## src/rtl/smallcalc_pkg.sv

```systemverilog
// Shared constants and types for the small-calculator operand sequencer.
package smallcalc_pkg;

  // Default operand/result width; must match the downstream ALU.
  localparam int SC_W = 5;

  // ALU opcodes as presented on the opcode switches.
  typedef enum logic [1:0] {
    OP_ADD = 2'b00,
    OP_SUB = 2'b01,
    OP_AND = 2'b10,
    OP_XOR = 2'b11
  } op_e;

  // Sequencer states; the encoding is shown directly on the LEDs.
  typedef enum logic [1:0] {
    ST_ENTER_A = 2'b00,
    ST_ENTER_B = 2'b01,
    ST_EXEC    = 2'b10,
    ST_SHOW    = 2'b11
  } state_e;

endpackage

```

## src/rtl/smallcalc_if.sv

```systemverilog
// Board-side and ALU-side signals of the calculator sequencer, bundled.
// master: the sequencer; slave: the board switches/buttons, ALU and display.
interface smallcalc_if #(
  parameter int W = 5
) ();
  logic [W-1:0] sw_data;
  logic [1:0]   sw_op;
  logic         btn_enter;
  logic         btn_clear;
  logic [W-1:0] alu_in1;
  logic [W-1:0] alu_in2;
  logic [1:0]   alu_c;
  logic [W-1:0] alu_out;
  logic [W-1:0] result;
  logic         flag;
  logic         result_valid;
  logic [1:0]   state_o;

  modport master (
    input  sw_data, sw_op, btn_enter, btn_clear, alu_out,
    output alu_in1, alu_in2, alu_c, result, flag, result_valid, state_o
  );

  modport slave (
    output sw_data, sw_op, btn_enter, btn_clear, alu_out,
    input  alu_in1, alu_in2, alu_c, result, flag, result_valid, state_o
  );
endinterface

```

## src/rtl/smallcalc_debounce.sv

```systemverilog
// Push-button conditioner: 2-flop synchronizer, stability counter and a
// one-cycle pulse on each accepted press. Releases are debounced silently.
module smallcalc_debounce #(
  parameter int DB_CYCLES = 4
) (
  input  logic clk,
  input  logic rst_n,
  input  logic btn_raw,
  output logic pulse
);

  localparam int            CW     = (DB_CYCLES > 1) ? $clog2(DB_CYCLES) : 1;
  localparam logic [CW-1:0] CNT_TC = CW'(DB_CYCLES - 1);

  logic          sync1_q, sync2_q;
  logic          level_q, level_d;
  logic [CW-1:0] cnt_q, cnt_d;
  logic          pulse_q, pulse_d;

  // Count consecutive samples that disagree with the accepted level; accept
  // the new level on the DB_CYCLES-th one and flag it if it is a press.
  always_comb begin
    level_d = level_q;
    cnt_d   = cnt_q;
    pulse_d = 1'b0;
    if (sync2_q == level_q) begin
      cnt_d = '0;
    end else if (cnt_q == CNT_TC) begin
      level_d = sync2_q;
      cnt_d   = '0;
      pulse_d = sync2_q;
    end else begin
      cnt_d = cnt_q + 1'b1;
    end
  end

  // The accepted level resets to "pressed" so a button held through reset
  // must first be seen released before a press can be reported.
  always_ff @(posedge clk or negedge rst_n) begin
    if (!rst_n) begin
      sync1_q <= 1'b0;
      sync2_q <= 1'b0;
      level_q <= 1'b1;
      cnt_q   <= '0;
      pulse_q <= 1'b0;
    end else begin
      sync1_q <= btn_raw;
      sync2_q <= sync1_q;
      level_q <= level_d;
      cnt_q   <= cnt_d;
      pulse_q <= pulse_d;
    end
  end

  assign pulse = pulse_q;

endmodule

```

## src/rtl/smallcalc_ctrl.sv

```systemverilog
// Operand-entry sequencer in front of the small-calculator ALU.
//
//   state      | meaning
//   -----------+-----------------------------------------------------------
//   ENTER_A 00 | waiting for enter; captures operand A from the switches
//   ENTER_B 01 | waiting for enter; captures operand B and the opcode
//   EXEC    10 | one cycle; registers the ALU result and carry/borrow flag
//   SHOW    11 | result on display; enter chains the result into operand A
//
// A clear press returns to ENTER_A with every register zeroed and wins over
// an enter press in the same cycle. Enter presses arriving in EXEC are dropped.
module smallcalc_ctrl
  import smallcalc_pkg::*;
#(
  parameter int W         = SC_W,
  parameter int DB_CYCLES = 4
) (
  input  logic        clk,
  input  logic        rst_n,
  smallcalc_if.master bus
);

  logic enter_pulse;
  logic clear_pulse;

  smallcalc_debounce #(.DB_CYCLES(DB_CYCLES)) u_db_enter (
    .clk     (clk),
    .rst_n   (rst_n),
    .btn_raw (bus.btn_enter),
    .pulse   (enter_pulse)
  );

  smallcalc_debounce #(.DB_CYCLES(DB_CYCLES)) u_db_clear (
    .clk     (clk),
    .rst_n   (rst_n),
    .btn_raw (bus.btn_clear),
    .pulse   (clear_pulse)
  );

  state_e       state_q, state_d;
  logic [W-1:0] alu_in1_q, alu_in1_d;
  logic [W-1:0] alu_in2_q, alu_in2_d;
  op_e          alu_c_q, alu_c_d;
  logic [W-1:0] result_q, result_d;
  logic         flag_q, flag_d;
  logic         result_valid_q, result_valid_d;
  logic [W:0]   sum_ext;

  // Carry for add, unsigned borrow for sub; logic ops never flag.
  assign sum_ext = {1'b0, alu_in1_q} + {1'b0, alu_in2_q};

  // Next-state and register-update logic for the sequencer.
  always_comb begin
    state_d        = state_q;
    alu_in1_d      = alu_in1_q;
    alu_in2_d      = alu_in2_q;
    alu_c_d        = alu_c_q;
    result_d       = result_q;
    flag_d         = flag_q;
    result_valid_d = result_valid_q;
    if (clear_pulse) begin
      state_d        = ST_ENTER_A;
      alu_in1_d      = '0;
      alu_in2_d      = '0;
      alu_c_d        = OP_ADD;
      result_d       = '0;
      flag_d         = 1'b0;
      result_valid_d = 1'b0;
    end else begin
      case (state_q)
        ST_ENTER_A: begin
          if (enter_pulse) begin
            alu_in1_d = bus.sw_data;
            state_d   = ST_ENTER_B;
          end
        end
        ST_ENTER_B: begin
          if (enter_pulse) begin
            alu_in2_d = bus.sw_data;
            alu_c_d   = op_e'(bus.sw_op);
            state_d   = ST_EXEC;
          end
        end
        ST_EXEC: begin
          result_d = bus.alu_out;
          case (alu_c_q)
            OP_ADD:  flag_d = sum_ext[W];
            OP_SUB:  flag_d = (alu_in1_q < alu_in2_q);
            default: flag_d = 1'b0;
          endcase
          result_valid_d = 1'b1;
          state_d        = ST_SHOW;
        end
        ST_SHOW: begin
          if (enter_pulse) begin
            alu_in1_d      = result_q;
            result_valid_d = 1'b0;
            state_d        = ST_ENTER_B;
          end
        end
        default: state_d = ST_ENTER_A;
      endcase
    end
  end

  // Sequencer state and all registered outputs.
  always_ff @(posedge clk or negedge rst_n) begin
    if (!rst_n) begin
      state_q        <= ST_ENTER_A;
      alu_in1_q      <= '0;
      alu_in2_q      <= '0;
      alu_c_q        <= OP_ADD;
      result_q       <= '0;
      flag_q         <= 1'b0;
      result_valid_q <= 1'b0;
    end else begin
      state_q        <= state_d;
      alu_in1_q      <= alu_in1_d;
      alu_in2_q      <= alu_in2_d;
      alu_c_q        <= alu_c_d;
      result_q       <= result_d;
      flag_q         <= flag_d;
      result_valid_q <= result_valid_d;
    end
  end

  assign bus.alu_in1      = alu_in1_q;
  assign bus.alu_in2      = alu_in2_q;
  assign bus.alu_c        = alu_c_q;
  assign bus.result       = result_q;
  assign bus.flag         = flag_q;
  assign bus.result_valid = result_valid_q;
  assign bus.state_o      = state_q;

endmodule

```

## src/flat_wrapper.sv

```systemverilog
// flat-port wrapper written by rule: the top's interface ports become plain ports
module smallcalc_ctrl_flat import smallcalc_pkg::*;
#(
  parameter int W         = SC_W,
  parameter int DB_CYCLES = 4
)
  (clk, rst_n, bus_sw_data, bus_sw_op, bus_btn_enter, bus_btn_clear, bus_alu_out, bus_alu_in1, bus_alu_in2, bus_alu_c, bus_result, bus_flag, bus_result_valid, bus_state_o);
  smallcalc_if #(.W(W)) bus_i ();
  input  logic clk;
  input  logic rst_n;
  input wire logic [$bits(bus_i.sw_data)-1:0] bus_sw_data;
  input wire logic [$bits(bus_i.sw_op)-1:0] bus_sw_op;
  input wire logic [$bits(bus_i.btn_enter)-1:0] bus_btn_enter;
  input wire logic [$bits(bus_i.btn_clear)-1:0] bus_btn_clear;
  input wire logic [$bits(bus_i.alu_out)-1:0] bus_alu_out;
  output wire logic [$bits(bus_i.alu_in1)-1:0] bus_alu_in1;
  output wire logic [$bits(bus_i.alu_in2)-1:0] bus_alu_in2;
  output wire logic [$bits(bus_i.alu_c)-1:0] bus_alu_c;
  output wire logic [$bits(bus_i.result)-1:0] bus_result;
  output wire logic [$bits(bus_i.flag)-1:0] bus_flag;
  output wire logic [$bits(bus_i.result_valid)-1:0] bus_result_valid;
  output wire logic [$bits(bus_i.state_o)-1:0] bus_state_o;
  assign bus_i.sw_data = bus_sw_data;
  assign bus_i.sw_op = bus_sw_op;
  assign bus_i.btn_enter = bus_btn_enter;
  assign bus_i.btn_clear = bus_btn_clear;
  assign bus_i.alu_out = bus_alu_out;
  assign bus_alu_in1 = bus_i.alu_in1;
  assign bus_alu_in2 = bus_i.alu_in2;
  assign bus_alu_c = bus_i.alu_c;
  assign bus_result = bus_i.result;
  assign bus_flag = bus_i.flag;
  assign bus_result_valid = bus_i.result_valid;
  assign bus_state_o = bus_i.state_o;
  smallcalc_ctrl #(.W(W), .DB_CYCLES(DB_CYCLES)) u_core (.clk(clk), .rst_n(rst_n), .bus(bus_i));
endmodule
```

## config.mk

```make
export PLATFORM = sky130hd
export DESIGN_NAME = smallcalc_ctrl_flat
export DESIGN_NICKNAME = d
export VERILOG_FILES = /design/src/rtl/smallcalc_pkg.sv /design/src/rtl/smallcalc_if.sv /design/src/rtl/smallcalc_debounce.sv /design/src/rtl/smallcalc_ctrl.sv /design/src/flat_wrapper.sv
export SDC_FILE = /design/constraint.sdc
export NUM_CORES = 1
export LEC_CHECK = 0
export CORE_MARGIN = 2
export CORE_UTILIZATION = 40
export DETAILED_ROUTE_END_ITERATION = 7
export PLACE_DENSITY_LB_ADDON = 0.25
export SLEW_MARGIN = 25
export SYNTH_ARGS = -nofsm -noshare
export SYNTH_HDL_FRONTEND = slang
export SYNTH_SLANG_ARGS = --single-unit
```

## constraint.sdc

```tcl
create_clock -name clk -period 4.2 [get_ports clk]
set_input_delay 0.63 -clock clk [delete_from_list [all_inputs] [get_ports clk]]
set_output_delay 0.63 -clock clk [all_outputs]
set_load 0.01 [all_outputs]
```

==> results.md <==
- Fin. max-slew vios: 0
- PwrDens: 731 nW/µm²
- CP max stage cell: clkdlybuf4s50_1
- Port bufs: 36
- Largest net degree at the start of global routing: 34
- Synth top area cells: dfrtp_1 (48%), ha_1 (11%), mux2i_1 (6.2%)
- Via-to-Cell Ratio: 4.96
- Pleak: 0.967 nW
- Vias in the first global route: 1,276
- CP Cell Sequence: clkdlybuf4s50_1
- Bufs on Longest Clock Path: 2
- Worst path max stage delay: 570 ps
- Syn avg cell area: 11.0 µm²
- GR Overflow Total: 0
- Die width: 67.4 µm
- Post-CTS sizing: 0
- RePlAce Congestion: 0.853
- Min Tclk post-route: 1910 ps
- CTS tree: done
- Total wire length: 3.29 mm
- Fraction of layout cells with a size suffix above 1: 9.19%
- Cell row count: 23
- Synthesized area: 1610 µm²
- Storage element area: 828 µm²
- Global-route wire length before repair: 5.64 mm
- CORE AREA: 3940 µm²
- Later-pin clock latency in the skew report: 280 ps
- Remaining DRCs: 0
- Clk_skew: 2.19 ps
- Max Cap Violations: 0
- Multi-input gate area: 719 µm²
- Clock sinks: 33
- Fmax achieved: 0.525 GHz
- Worst IR drop on VDD: 0.000293 V
- Die footprint: 4550 µm²
- Root Driver: clkbuf_8
- Worst-Margin Slew: 765 ps
- Seq/Total Area, Yosys: 51.5%
- Hold path cells: 0
- Detailed-route via count: 1,166
- Gate Count Post-Synth: 146
- Die Ht: 67.4 µm
- Hold violation count in the final report: 0
- Setup violations, final: 0
- Diode count: 0
- Unrepaired setup endpoints after global routing: no
- WL/cell: 14.0 µm
- Fillcell total: 343
- Min Hold Slack: 353 ps
- Clock Pin Slew Worst Setup and Hold Paths: 60 ps
- Critical Path Fanout Max: 5
- Yosys Warn Count: 0
- R2r worst-path depth: 6
- Final-stage net count: 214
- Initial DRC Count: 22
- TritonRoute pass-1 iters: 4
- Util after Layout: 53.4%
- Arrival @ worst endpoint: 1280 ps
- Top-area cell type share of the netlist area: 48.2%
- Dpl hpwl: 2.48 mm
- Critical Path Source Type: flop
- Number of stages on the worst setup path: 1
- Top cell family by delay on the critical path: buffers and inverters
- Cell Count Post-Placement: 227
- Post-CTS Setup Bufs: 0
- Initial antenna violation count: 0
- Initial cell density of the core: 40.8%
- Post-synthesis register bit count: 33
- Setup TNS: 0 ps
- Synthesized net count: 176
- Syn-to-layout area delta: 30.9%
- CP Buf/Inv Count: 1
- CP endpoint kind: output pin
- Relative slew slack: 49.0%
- Antenna Nets Post-Route: 0
- Total GRT Usage: 17.0%
- Yosys top cell by area: dfrtp_1
- Synth unique cells: 31
- Worst Hold Class: reg2reg
- Status: finished, final reports clean
- Final cell count without fillers: 235
- Inserted Clock Buffers: 5
- Part of the cycle the worst path needs: 45.4%
- Post-CTS Hold Fix Bufs: 0
- Top Ports: 37
- WS Path Type: reg2out
- H-tree levels: 2
- CP required: 3570 ps
## worst paths after layout
path / from / end / slack (ps)
worst max-delay path: u_core.bus.state_o[0] / bus_state_o[0] / 2290
worst min-delay path: u_core.u_db_clear.sync1_q / u_core.u_db_clear.sync2_q / 350
worst max register to register: u_core.bus.state_o[0] / u_core.bus.flag / 2530
worst min register to register: u_core.u_db_clear.sync1_q / u_core.u_db_clear.sync2_q / 350
max in group asynchronous: rst_n / u_core.u_db_clear.level_q / 3110
min in group asynchronous: rst_n / u_core.bus.alu_in1[2] / 760
## final cells by class
| cell class | count | area share [%] |
|---|---|---|
| Clock buffer | 7 | 4.58 |
| Clock inverter | 1 | 0.238 |
| Inverter | 7 | 1.25 |
| Multi-Input combinational cell | 100 | 34.2 |
| Sequential cell | 33 | 39.3 |
| Tap cell | 50 | 2.97 |
| Timing Repair Buffer | 37 | 17.5 |
## metal layers
| layer | vias up | track usage, % | part of all wire (%) |
|---|---|---|---|
| met3 | 9 | 5.33 | 3.7 |
| met2 | 31 | 28.5 | 52 |
| met4 | 0 | 8.67 | 2.0 |
| met5 | - | 0 | 0 |
| li1 | 574 | - | - |
| met1 | 552 | 19.7 | 42 |
## registers in the layout, indices dropped and copies added, names as in the netlist
name,count
u_core.u_db_clear.pulse,1
u_core.bus.alu_in2,5
u_core.bus.result,5
u_core.u_db_clear.sync2_q,1
u_core.u_db_clear.sync1_q,1
u_core.bus.alu_in1,5
u_core.u_db_enter.sync2_q,1
u_core.u_db_enter.pulse,1
u_core.u_db_clear.cnt_q,2
u_core.u_db_enter.level_q,1
u_core.bus.state_o,2
u_core.u_db_enter.sync1_q,1
u_core.bus.result_valid,1
u_core.u_db_enter.cnt_q,2
u_core.bus.flag,1
u_core.u_db_clear.level_q,1
u_core.bus.alu_c,2
## where the power goes
part / internal (mW) / switching [mW] / leakage [nW] / total [mW]
Clock: 0.148 / 0.110 / 0.0542 / 0.258
Sequential: 0.454 / 0.124 / 0.399 / 0.578
Combinational: 0.387 / 0.317 / 0.514 / 0.704
Total: 0.989 / 0.551 / 0.967 / 1.54
## cell usage after synthesis
| library cell | instances |
|---|---|
| dfrtp_1 | 31 |
| nand2_1 | 15 |
| ha_1 | 14 |
| a21oi_1 | 11 |
| mux2i_1 | 10 |
| nor2_1 | 8 |
| inv_1 | 7 |
| nand3_1 | 7 |
| o31ai_1 | 5 |
| nor2b_1 | 4 |
| o21ai_0 | 4 |
| clkbuf_1 | 3 |
| nand2b_1 | 3 |
| nor3_1 | 3 |
| and3b_1 | 2 |
| dfstp_2 | 2 |
| mux2_2 | 2 |
| xnor2_1 | 2 |
| a211oi_1 | 1 |
| a21o_1 | 1 |
| a311o_1 | 1 |
| a311oi_1 | 1 |
| a31oi_1 | 1 |
| buf_2 | 1 |
| buf_4 | 1 |
| buf_6 | 1 |
| nand2b_2 | 1 |
| nand2b_4 | 1 |
| nor2_4 | 1 |
| nor3b_2 | 1 |
| o21a_1 | 1 |
## cells by family after synthesis
| logic type | Yosys count | synth area share (%) |
|---|---|---|
| adders and majority gates | 14 | 10.9 |
| buffers and inverters | 13 | 3.81 |
| DFF | 33 | 51.5 |
| and+or+nand+nor | 46 | 15.2 |
| muxes | 12 | 7.62 |
| xor gates and xnor gates | 2 | 1.09 |
| AOI/OAI and AO/OA | 26 | 9.95 |
## layout by cell type, fill, tap and decap left out, types with 2 or more instances in the layout
cell type        Yosys  routed
mux2i_1             10      10
o21ai_0              4       4
nor2b_1              4       4
nand3_1              7       7
nand2_1             15      15
dfrtp_1             31      31
clkdlybuf4s50_1      0      36
o31ai_1              5       5
and3b_1              2       2
inv_1                7       7
ha_1                14      14
clkbuf_8             0       7
nor3_1               3       3
xnor2_1              2       2
mux2_2               2       2
nand2b_1             3       3
nor2_1               8       8
a21oi_1             11      11
dfstp_2              2       2
## metrics by stage
step	area, µm²	power [mW]	setup WS, ps
final	2110	1.54	2290
after global routing	2110	1.68	2250
after CTS	2110	1.56	2290
after detailed placement	2000	1.30	2530
after global placement	2000	1.26	2600
after floorplan	1610	0.983	2660
No activity file was read; power rests on OpenSTA's default activity.
